$ cat src/rtl/phy_rx_pkg.sv
// Shared definitions for the PHY receive lane front end.
//   COMMA_SYM          : idle / alignment symbol (K28.5-style 0xBC)
//   SYM_WIDTH          : lane symbol width in bits
//   DEFAULT_LOCK_COUNT : consecutive aligned commas required for lock
//   lane_state_t       : alignment state machine encoding
package phy_rx_pkg;

   localparam int unsigned SYM_WIDTH          = 8;
   localparam logic [7:0]  COMMA_SYM          = 8'hBC;
   localparam int unsigned DEFAULT_LOCK_COUNT = 4;

   typedef enum logic [1:0] {
      HUNT   = 2'd0,
      SYNC   = 2'd1,
      LOCKED = 2'd2
   } lane_state_t;

endpackage

$ cat src/rtl/phy_rx_lane_align_if.sv
// Lane-side signal bundle of phy_rx_lane_align.
//   data_in    : serial lane bit, MSB of each byte first
//   data_out   : last aligned byte
//   valid_out  : data_out is a payload byte (not the comma)
//   byte_stb   : one-cycle pulse when data_out/valid_out update
//   active     : lane aligned and locked
//   relock_evt : pulse on loss of alignment (only with PHY_RX_LANE_RELOCK_EN)
// Modports: master = upstream serial source / consumer side, slave = aligner.
interface phy_rx_lane_align_if #(
   parameter int unsigned WIDTH = 8
);
   logic             data_in;
   logic [WIDTH-1:0] data_out;
   logic             valid_out;
   logic             byte_stb;
   logic             active;
`ifdef PHY_RX_LANE_RELOCK_EN
   logic             relock_evt;

   modport master (output data_in,
                   input  data_out, valid_out, byte_stb, active, relock_evt);
   modport slave  (input  data_in,
                   output data_out, valid_out, byte_stb, active, relock_evt);
`else
   modport master (output data_in,
                   input  data_out, valid_out, byte_stb, active);
   modport slave  (input  data_in,
                   output data_out, valid_out, byte_stb, active);
`endif
endinterface

$ cat src/rtl/phy_rx_bit_counter.sv
// Wrapping modulo-WIDTH bit counter with synchronous clear and a boundary
// flag. Shared by the receive aligner and the transmit serializer.
//   clk      : bit-rate clock, rising edge
//   reset    : asynchronous active-low reset
//   clear    : synchronous clear (count <= 0), overrides counting
//   boundary : high while count == WIDTH-1 (last bit of a symbol)
module phy_rx_bit_counter #(
   parameter int unsigned WIDTH = 8
) (
   input  logic clk,
   input  logic reset,
   input  logic clear,
   output logic boundary
);

   localparam int unsigned CW = (WIDTH > 2) ? $clog2(WIDTH) : 1;
   localparam logic [CW-1:0] LAST = CW'(WIDTH - 1);

   logic [CW-1:0] count;

   always_ff @(posedge clk or negedge reset) begin
      if (!reset) begin
         count <= '0;
      end else if (clear || (count == LAST)) begin
         count <= '0;
      end else begin
         count <= count + 1'b1;
      end
   end

   assign boundary = (count == LAST);

endmodule

$ cat src/rtl/phy_rx_lane_align.sv
// Per-lane serial-to-parallel converter with comma-based byte alignment.
// Hunts bit-by-bit for COMMA, confirms LOCK_COUNT consecutive aligned commas,
// then delivers one byte per WIDTH clocks with a payload qualifier.
//   clk   : bit-rate clock, rising edge
//   reset : asynchronous active-low reset
//   lane  : phy_rx_lane_align_if.slave (data_in, data_out, valid_out,
//           byte_stb, active, and relock_evt when enabled)
// Optional feature macro: PHY_RX_LANE_RELOCK_EN -- three consecutive commas
// at a non-boundary offset while locked drop the lane back to HUNT.
module phy_rx_lane_align
   import phy_rx_pkg::*;
#(
   parameter int unsigned      WIDTH      = SYM_WIDTH,
   parameter logic [WIDTH-1:0] COMMA      = COMMA_SYM,
   parameter int unsigned      LOCK_COUNT = DEFAULT_LOCK_COUNT
) (
   input  logic              clk,
   input  logic              reset,
   phy_rx_lane_align_if.slave lane
);

   localparam logic [3:0] LOCK_CNT_V = 4'(LOCK_COUNT);

   lane_state_t      state;
   logic [WIDTH-1:0] sr;
   logic [3:0]       comma_cnt;
   logic [WIDTH-1:0] data_q;
   logic             valid_q;
   logic             stb_q;
   logic             active_q;
   logic             boundary;
   logic             sr_comma;
`ifdef PHY_RX_LANE_RELOCK_EN
   logic [1:0]       misalign_cnt;
   logic             relock_q;
`endif

   assign sr_comma = (sr == COMMA);

   // Held in clear during HUNT so the first boundary lands exactly WIDTH
   // clocks after the matching clock.
   phy_rx_bit_counter #(
      .WIDTH (WIDTH)
   ) u_bit_cnt (
      .clk      (clk),
      .reset    (reset),
      .clear    (state == HUNT),
      .boundary (boundary)
   );

   always_ff @(posedge clk or negedge reset) begin
      if (!reset) begin
         state        <= HUNT;
         sr           <= '0;
         comma_cnt    <= '0;
         data_q       <= '0;
         valid_q      <= 1'b0;
         stb_q        <= 1'b0;
         active_q     <= 1'b0;
`ifdef PHY_RX_LANE_RELOCK_EN
         misalign_cnt <= '0;
         relock_q     <= 1'b0;
`endif
      end else begin
         sr    <= {sr[WIDTH-2:0], lane.data_in};
         stb_q <= 1'b0;
`ifdef PHY_RX_LANE_RELOCK_EN
         relock_q <= 1'b0;
`endif
         case (state)
            HUNT: begin
               if (sr_comma) begin
                  comma_cnt <= 4'd1;
                  if (LOCK_COUNT == 1) begin
                     state    <= LOCKED;
                     active_q <= 1'b1;
                  end else begin
                     state <= SYNC;
                  end
               end
            end
            SYNC: begin
               if (boundary) begin
                  if (sr_comma) begin
                     comma_cnt <= comma_cnt + 4'd1;
                     if ((comma_cnt + 4'd1) == LOCK_CNT_V) begin
                        state    <= LOCKED;
                        active_q <= 1'b1;
                     end
                  end else begin
                     state     <= HUNT;
                     comma_cnt <= '0;
                  end
               end
            end
            LOCKED: begin
               if (boundary) begin
                  data_q  <= sr;
                  valid_q <= !sr_comma;
                  stb_q   <= 1'b1;
`ifdef PHY_RX_LANE_RELOCK_EN
                  if (sr_comma) begin
                     misalign_cnt <= '0;
                  end
               end else if (sr_comma) begin
                  // Third consecutive off-phase comma: alignment is lost.
                  if (misalign_cnt == 2'd2) begin
                     state        <= HUNT;
                     active_q     <= 1'b0;
                     valid_q      <= 1'b0;
                     comma_cnt    <= '0;
                     misalign_cnt <= '0;
                     relock_q     <= 1'b1;
                  end else begin
                     misalign_cnt <= misalign_cnt + 2'd1;
                  end
`endif
               end
            end
            default: begin
               state <= HUNT;
            end
         endcase
      end
   end

   assign lane.data_out  = data_q;
   assign lane.valid_out = valid_q;
   assign lane.byte_stb  = stb_q;
   assign lane.active    = active_q;
`ifdef PHY_RX_LANE_RELOCK_EN
   assign lane.relock_evt = relock_q;
`endif

endmodule
$ cat src/flat_wrapper.sv
// flat-port wrapper written by rule: the top's interface ports become plain ports
module phy_rx_lane_align_flat import phy_rx_pkg::*;
#(
   parameter int unsigned      WIDTH      = SYM_WIDTH,
   parameter logic [WIDTH-1:0] COMMA      = COMMA_SYM,
   parameter int unsigned      LOCK_COUNT = DEFAULT_LOCK_COUNT
)
  (clk, reset, lane_data_in, lane_data_out, lane_valid_out, lane_byte_stb, lane_active);
  phy_rx_lane_align_if #(.WIDTH(WIDTH)) lane_i ();
  input  logic clk;
  input  logic reset;
  input wire logic [$bits(lane_i.data_in)-1:0] lane_data_in;
  output wire logic [$bits(lane_i.data_out)-1:0] lane_data_out;
  output wire logic [$bits(lane_i.valid_out)-1:0] lane_valid_out;
  output wire logic [$bits(lane_i.byte_stb)-1:0] lane_byte_stb;
  output wire logic [$bits(lane_i.active)-1:0] lane_active;
  assign lane_i.data_in = lane_data_in;
  assign lane_data_out = lane_i.data_out;
  assign lane_valid_out = lane_i.valid_out;
  assign lane_byte_stb = lane_i.byte_stb;
  assign lane_active = lane_i.active;
  phy_rx_lane_align #(.WIDTH(WIDTH), .COMMA(COMMA), .LOCK_COUNT(LOCK_COUNT)) u_core (.clk(clk), .reset(reset), .lane(lane_i));
endmodule
$ cat config.mk
export PLATFORM = sky130hd
export DESIGN_NAME = phy_rx_lane_align_flat
export DESIGN_NICKNAME = d
export VERILOG_FILES = /design/src/rtl/phy_rx_pkg.sv /design/src/rtl/phy_rx_lane_align_if.sv /design/src/rtl/phy_rx_bit_counter.sv /design/src/rtl/phy_rx_lane_align.sv /design/src/flat_wrapper.sv
export SDC_FILE = /design/constraint.sdc
export NUM_CORES = 1
export LEC_CHECK = 0
export CAP_MARGIN = 20
export CORE_MARGIN = 2
export CORE_UTILIZATION = 50
export DETAILED_ROUTE_END_ITERATION = 6
export HOLD_SLACK_MARGIN = 0.08
export PLACE_DENSITY = 0.8
export RECOVER_POWER = 25
export REMOVE_ABC_BUFFERS = 1
export SETUP_SLACK_MARGIN = 0.05
export SLEW_MARGIN = 0
export SYNTH_ARGS = -nofsm -noshare
export SYNTH_HDL_FRONTEND = slang
export SYNTH_HIERARCHICAL = 1
export SYNTH_SLANG_ARGS = --single-unit
$ cat constraint.sdc
create_clock -name clk -period 6.04 [get_ports clk]
set_input_delay 0.604 -clock clk [delete_from_list [all_inputs] [get_ports clk]]
set_output_delay 0.604 -clock clk [all_outputs]
set_load 0.02 [all_outputs]
======== Word-level counts from Yosys, hierarchy flattened ========
Cells that the tools add are included.
cells by class
  add/sub/neg operators ................... 2
  equal/unequal tests ..................... 8
  muxes and demuxes ....................... 12
  bitwise gates (word level) .............. 1
  reduce and logical (&&, ||, !) cells .... 8
operators with widths
  kind                                                                    count
  4-bit 2-to-1 mux                                                        3
  8-bit equality test (second input constant)                             1
  2-bit 2-to-1 mux                                                        4
  4-bit case mux with 2 select lines                                      1
  4-bit AND reduction                                                     2
  2-bit case mux with 3 select lines                                      1
  4-bit by 1-bit adder with 4-bit output (second input constant)          1
  4-bit by 3-bit equality test with 1-bit output (second input constant)  1
  2-bit by 1-bit != test with 1-bit output (second input constant)        2
  3-bit by 1-bit adder with 3-bit output (second input constant)          1
  3-bit equality test (second input constant)                             1
  3-bit 2-to-1 mux                                                        1
  3-bit != test (second input constant)                                   1
  3-bit AND reduction                                                     1
  2-bit by 1-bit equality test with 1-bit output (second input constant)  1
  2-bit equality test (second input constant)                             1
  2-bit zero test                                                         1
  1-bit 2-to-1 mux                                                        2
  2-bit AND reduction                                                     1
  2-bit nonzero test                                                      1
  1-bit zero test                                                         1
  1-bit logical OR                                                        1
  1-bit NOT                                                               1
storage, ports and cells
  register bits ........................... 28
  input bits .............................. 3
  output and inout port bits .............. 11
  word-level logic and storage cells ...... 39

======== Longest topological paths before layout ========
  depth after elaboration ................. 6
  mapped depth ............................ 6
  mapped depth without buffers ............ 6

======== Hierarchy ========
Netlist, hierarchy kept.
modules (own cells, without submodules)
  module              times used  cells an instance  area an instance (um^2)
  phy_rx_lane_align   1           76                 984.7
  phy_rx_bit_counter  1           8                  120.1

======== Worst setup path after synthesis ========
No wires, ideal clock.
  path type ............................... reg2reg
  start ................................... register u_core.sr[6]
  end ..................................... register u_core.comma_cnt[3]
  arrival time ............................ 1.946 ns
  setup slack ............................. 4.003 ns
  cell stages (with the launch flop) ...... 5
  cell sequence ........................... dfrtp_1 -> or4b_4 -> or4_4 -> or4_1 -> o221ai_1
between the ends
  cells in the longest elaborated chain, start to end .. 4
  elaborated cells on any way between the ends .. 6
  those cells by class .................... eq/ne: 2; mux: 3; reduce/logical: 1
ends and longest elaborated chain
  element                             RTL line                 text
  start: declaration                  phy_rx_lane_align.sv:25  logic [WIDTH-1:0] sr;
  start signal: assignment            phy_rx_lane_align.sv:65  sr <= {sr[WIDTH-2:0], lane.data_in};
  8-bit equality test *               phy_rx_lane_align.sv:38  assign sr_comma = (sr == COMMA);
  4-bit 2-to-1 mux                    phy_rx_lane_align.sv:84  if (sr_comma) begin
  4-bit 2-to-1 mux                    phy_rx_lane_align.sv:83  if (boundary) begin
  4-bit case mux with 2 select lines  phy_rx_lane_align.sv:70  case (state)
  end signal: assignment              phy_rx_lane_align.sv:85  comma_cnt <= comma_cnt + 4'd1;
  end: declaration                    phy_rx_lane_align.sv:26  logic [3:0] comma_cnt;
Every way passes the cells marked *; elsewhere a longest branch is shown, timed or not. The select of a mux whose other input is x is not followed.
A chain may end at the register's enable or synchronous reset.

======== Final worst setup path ========
Ends and elaborated chain as after synthesis.

==> reports/metrics.yaml <==
global_route:
  grt_pass1_vias: 700
  grt_max_degree: 29
  antenna_found_initial: 0
  grt_pass1_wl_um: 3220
  overflow: 0
  grt_usage_pct: 16.7
drt:
  viasPerCell: 5.50
  detail_route.wl_per_cell_um: 14.4
  firstDrtPassIters: 4
  drc: 0
  drt_iter0_drc: 22
  vias: 710
  drt_wl_total_um: 1860
  detail-route-antenna-nets: 0
final_layout:
  synthToLayoutAreaGrowth_pct: 19.7
  fin_nets: 109
  nFillCells: 166
  ff_latch_area_um2: 701
  diodes: 0
  drive_gt1_share_pct: 13.9
  multi_input_area_um2: 374
logic_synthesis:
  syn-cell-area_mm2: 0.00110
  synthSimpleGateAreaFrac_pct: 10.3
  ys_warn_count: 6
  synth_top_area_share_pct: 63.4
  synth-edff-count: 0
  synth_compound_area_share_pct: 10.1
  yosysUniqueCellTypes: 28
  avgSynthCellArea_um2: 13.2
  synth_fa_ha_area_share_pct: 4.53
  yosys.area.top_type: "dfrtp_1"
  synth_flop_cell: "dfrtp_1"
  synthTopCellsByArea: "dfrtp_1, mux2_2, ha_1, inv_1, nand2_1"
  syn_inst: 84
  synth_top_family_by_area: "simple AND/OR/NAND/NOR gates"
  synth_xor_area_share_pct: 0.793
  ys_ff_latch: 28
  synthMuxAreaShare_pct: 8.15
  ys_seq_area_share_pct: 63.4
  synthArstFlopShare_pct: 100
power:
  leakage_uw: 0.000605
  ir_drop_mv: 0.227
  p_switching_uw: 62.1
  total_power_uw: 326
  p_clk_share_pct: 35.9
  netSwitchingFraction_pct: 19.1
  seqPwrFrac_pct: 60.6
  power.internal_uw: 264
  power_density_mw_per_mm2: 246
  combPwrFrac_pct: 3.5
timing:
  hold_viol_final: 0
  max_slew_margin_pct: 6.96
  skew_ps: 13.3
  post-route-period-util_pct: 35.2
  setup_violations: 0
  fin_crit_ps: 2120
  drv_slew: 0
  tightestPinTransition_ps: 1400
  clock.fmax_mhz: 471
  rsz0062_at_grt: "false"
  finalSetupTns_ps: 0
cts:
  clk_pin_slew_ps: 140
  post-cts-setup-buffer-count: 0
  cts_root_buf: "clkbuf_4"
  cts_hold_buf: 0
  ctsResizeCount: 0
  insertion_delay_ps: 320
  clockBufferDepth: 2
  ctsHtreeMaxLevel: 1
  cts_buffers: 3
  cts_tree: "built"
  clock-sinks: 28
worst_setup_path:
  crit_path_cell_trace: "or4b_4 -> or4_4 -> or4_1 -> o221ai_1"
  worst_ep_required_time_ps: 6290
  end_kind: "register"
  cp_slowest_cell: "or4b_4"
  path_max_fanout: 4
  cp.arrival_ps: 2370
  worst_setup_path_start_kind: "register"
  slowest_delay_ps: 560
  crit_type: "register to register"
  r2r_cells: 4
  r2r_slack_ps: 3920
min_path:
  holdPathStages: 0
  hp-class: "register to register"
placement:
  dp_hpwl_um: 1410
  place_congestion: 0.869
  io_buffers: 13
die:
  die-width_um: 51.0
  boundaryPins: 14
  start_util_pct: 51.4
  core_region_area_mm2: 0.00215
  fp-row-count: 17
  die_area_mm2: 0.00260
  die_h_um: 51.0
outcome:
  status: "complete, no violations"
flow_run:
  max_cap_viol_count: 0
## cells by family after synthesis
logic type / count (synthesis)
flip-flops: 28
buffers and inverters: 8
multiplexers: 8
XOR/XNOR: 1
AND/OR/NAND/NOR: 20
AO/OA/AOI/OAI: 15
adder cells (fa/ha/maj): 4
## Yosys cell counts, types with 2 or more instances
cell	number
nor2_1	4
mux2_2	8
nand2_1	5
nand3_1	2
o22ai_1	3
a21oi_1	2
dfrtp_1	28
nor3b_1	2
inv_1	7
nor3_1	2
ha_1	4
## state kept, by name (all words and copies together), names as in the netlist
| name | flops |
|---|---|
| u_core/lane.data_out | 8 |
| u_core/sr | 8 |
| u_core/comma_cnt | 4 |
| u_core/u_bit_cnt/count | 3 |
| u_core/state | 2 |
| u_core/lane.active | 1 |
| u_core/lane.byte_stb | 1 |
| u_core/lane.valid_out | 1 |
## through the flow
stage               hold slack, ps  util, %  cell area, um2  std cells  setup slack [ps]
global placement               379     59.3            1270        125              3970
finish                         429     61.6            1320        129              3920
global route                   441     61.6            1320        129              3730
floorplan                      308        -            1100         83              4000
CTS                            429     61.7            1330        129              3920
detailed placement             397     59.3            1270        125              3940
## worst max-delay path: cells and delay by family (launching register included)
family | cells | cell delay, ps
compound gates | 1 | 80
flops | 1 | 430
simple gates | 3 | 1540
## placed cells by master, fill, tap and decap left out, drive strengths merged, types with 2 or more instances in the layout
cell type,synthesis,layout
ha,4,4
inv,7,7
a21oi,2,2
dlygate4sd3,0,2
clkdlybuf4s50,0,11
clkbuf,1,4
nand3,2,2
nor3,2,2
mux2,8,8
nand2,5,5
dfrtp,28,28
o22ai,3,3
nor2,4,4
nor3b,2,2
or4,2,2
## area by class of cell
type / instances / area share, %
flip-flops and latches: 28 / 53.0
multi-input cells: 48 / 28.3
repair buffers: 14 / 10.1
well taps: 28 / 2.65
clock inverters: 1 / 2.27
inverters: 7 / 1.99
clock buffers: 3 / 1.70
## per-layer routing
layer | track usage, % | routed length (um)
met5 | 0 | 0
met4 | 4.95 | 0
met3 | 3.22 | 89
met2 | 27.1 | 930
met1 | 23.0 | 835
## power groups by stage
stage | registers (uW) | logic [uW] | clock network, uW
floorplan | 199 | 5.83 | 0
global placement | 200 | 12.1 | 0
detailed placement | 201 | 12.5 | 0
CTS | 197 | 12.5 | 121
global route | 198 | 13.8 | 127
finish | 197 | 11.6 | 117
## worst paths after layout
check | startpoint | to
worst max-delay path | u_core/sr[6] | u_core/comma_cnt[3]
worst min-delay path | u_core/sr[1] | u_core/sr[2]
min in group asynchronous | reset | u_core/lane.data_out[2]
worst min register to register | u_core/sr[1] | u_core/sr[2]
worst max register to register | u_core/sr[6] | u_core/comma_cnt[3]
max in group asynchronous | reset | u_core/lane.data_out[1]
Note: power is estimated with default switching activity, not from simulation.
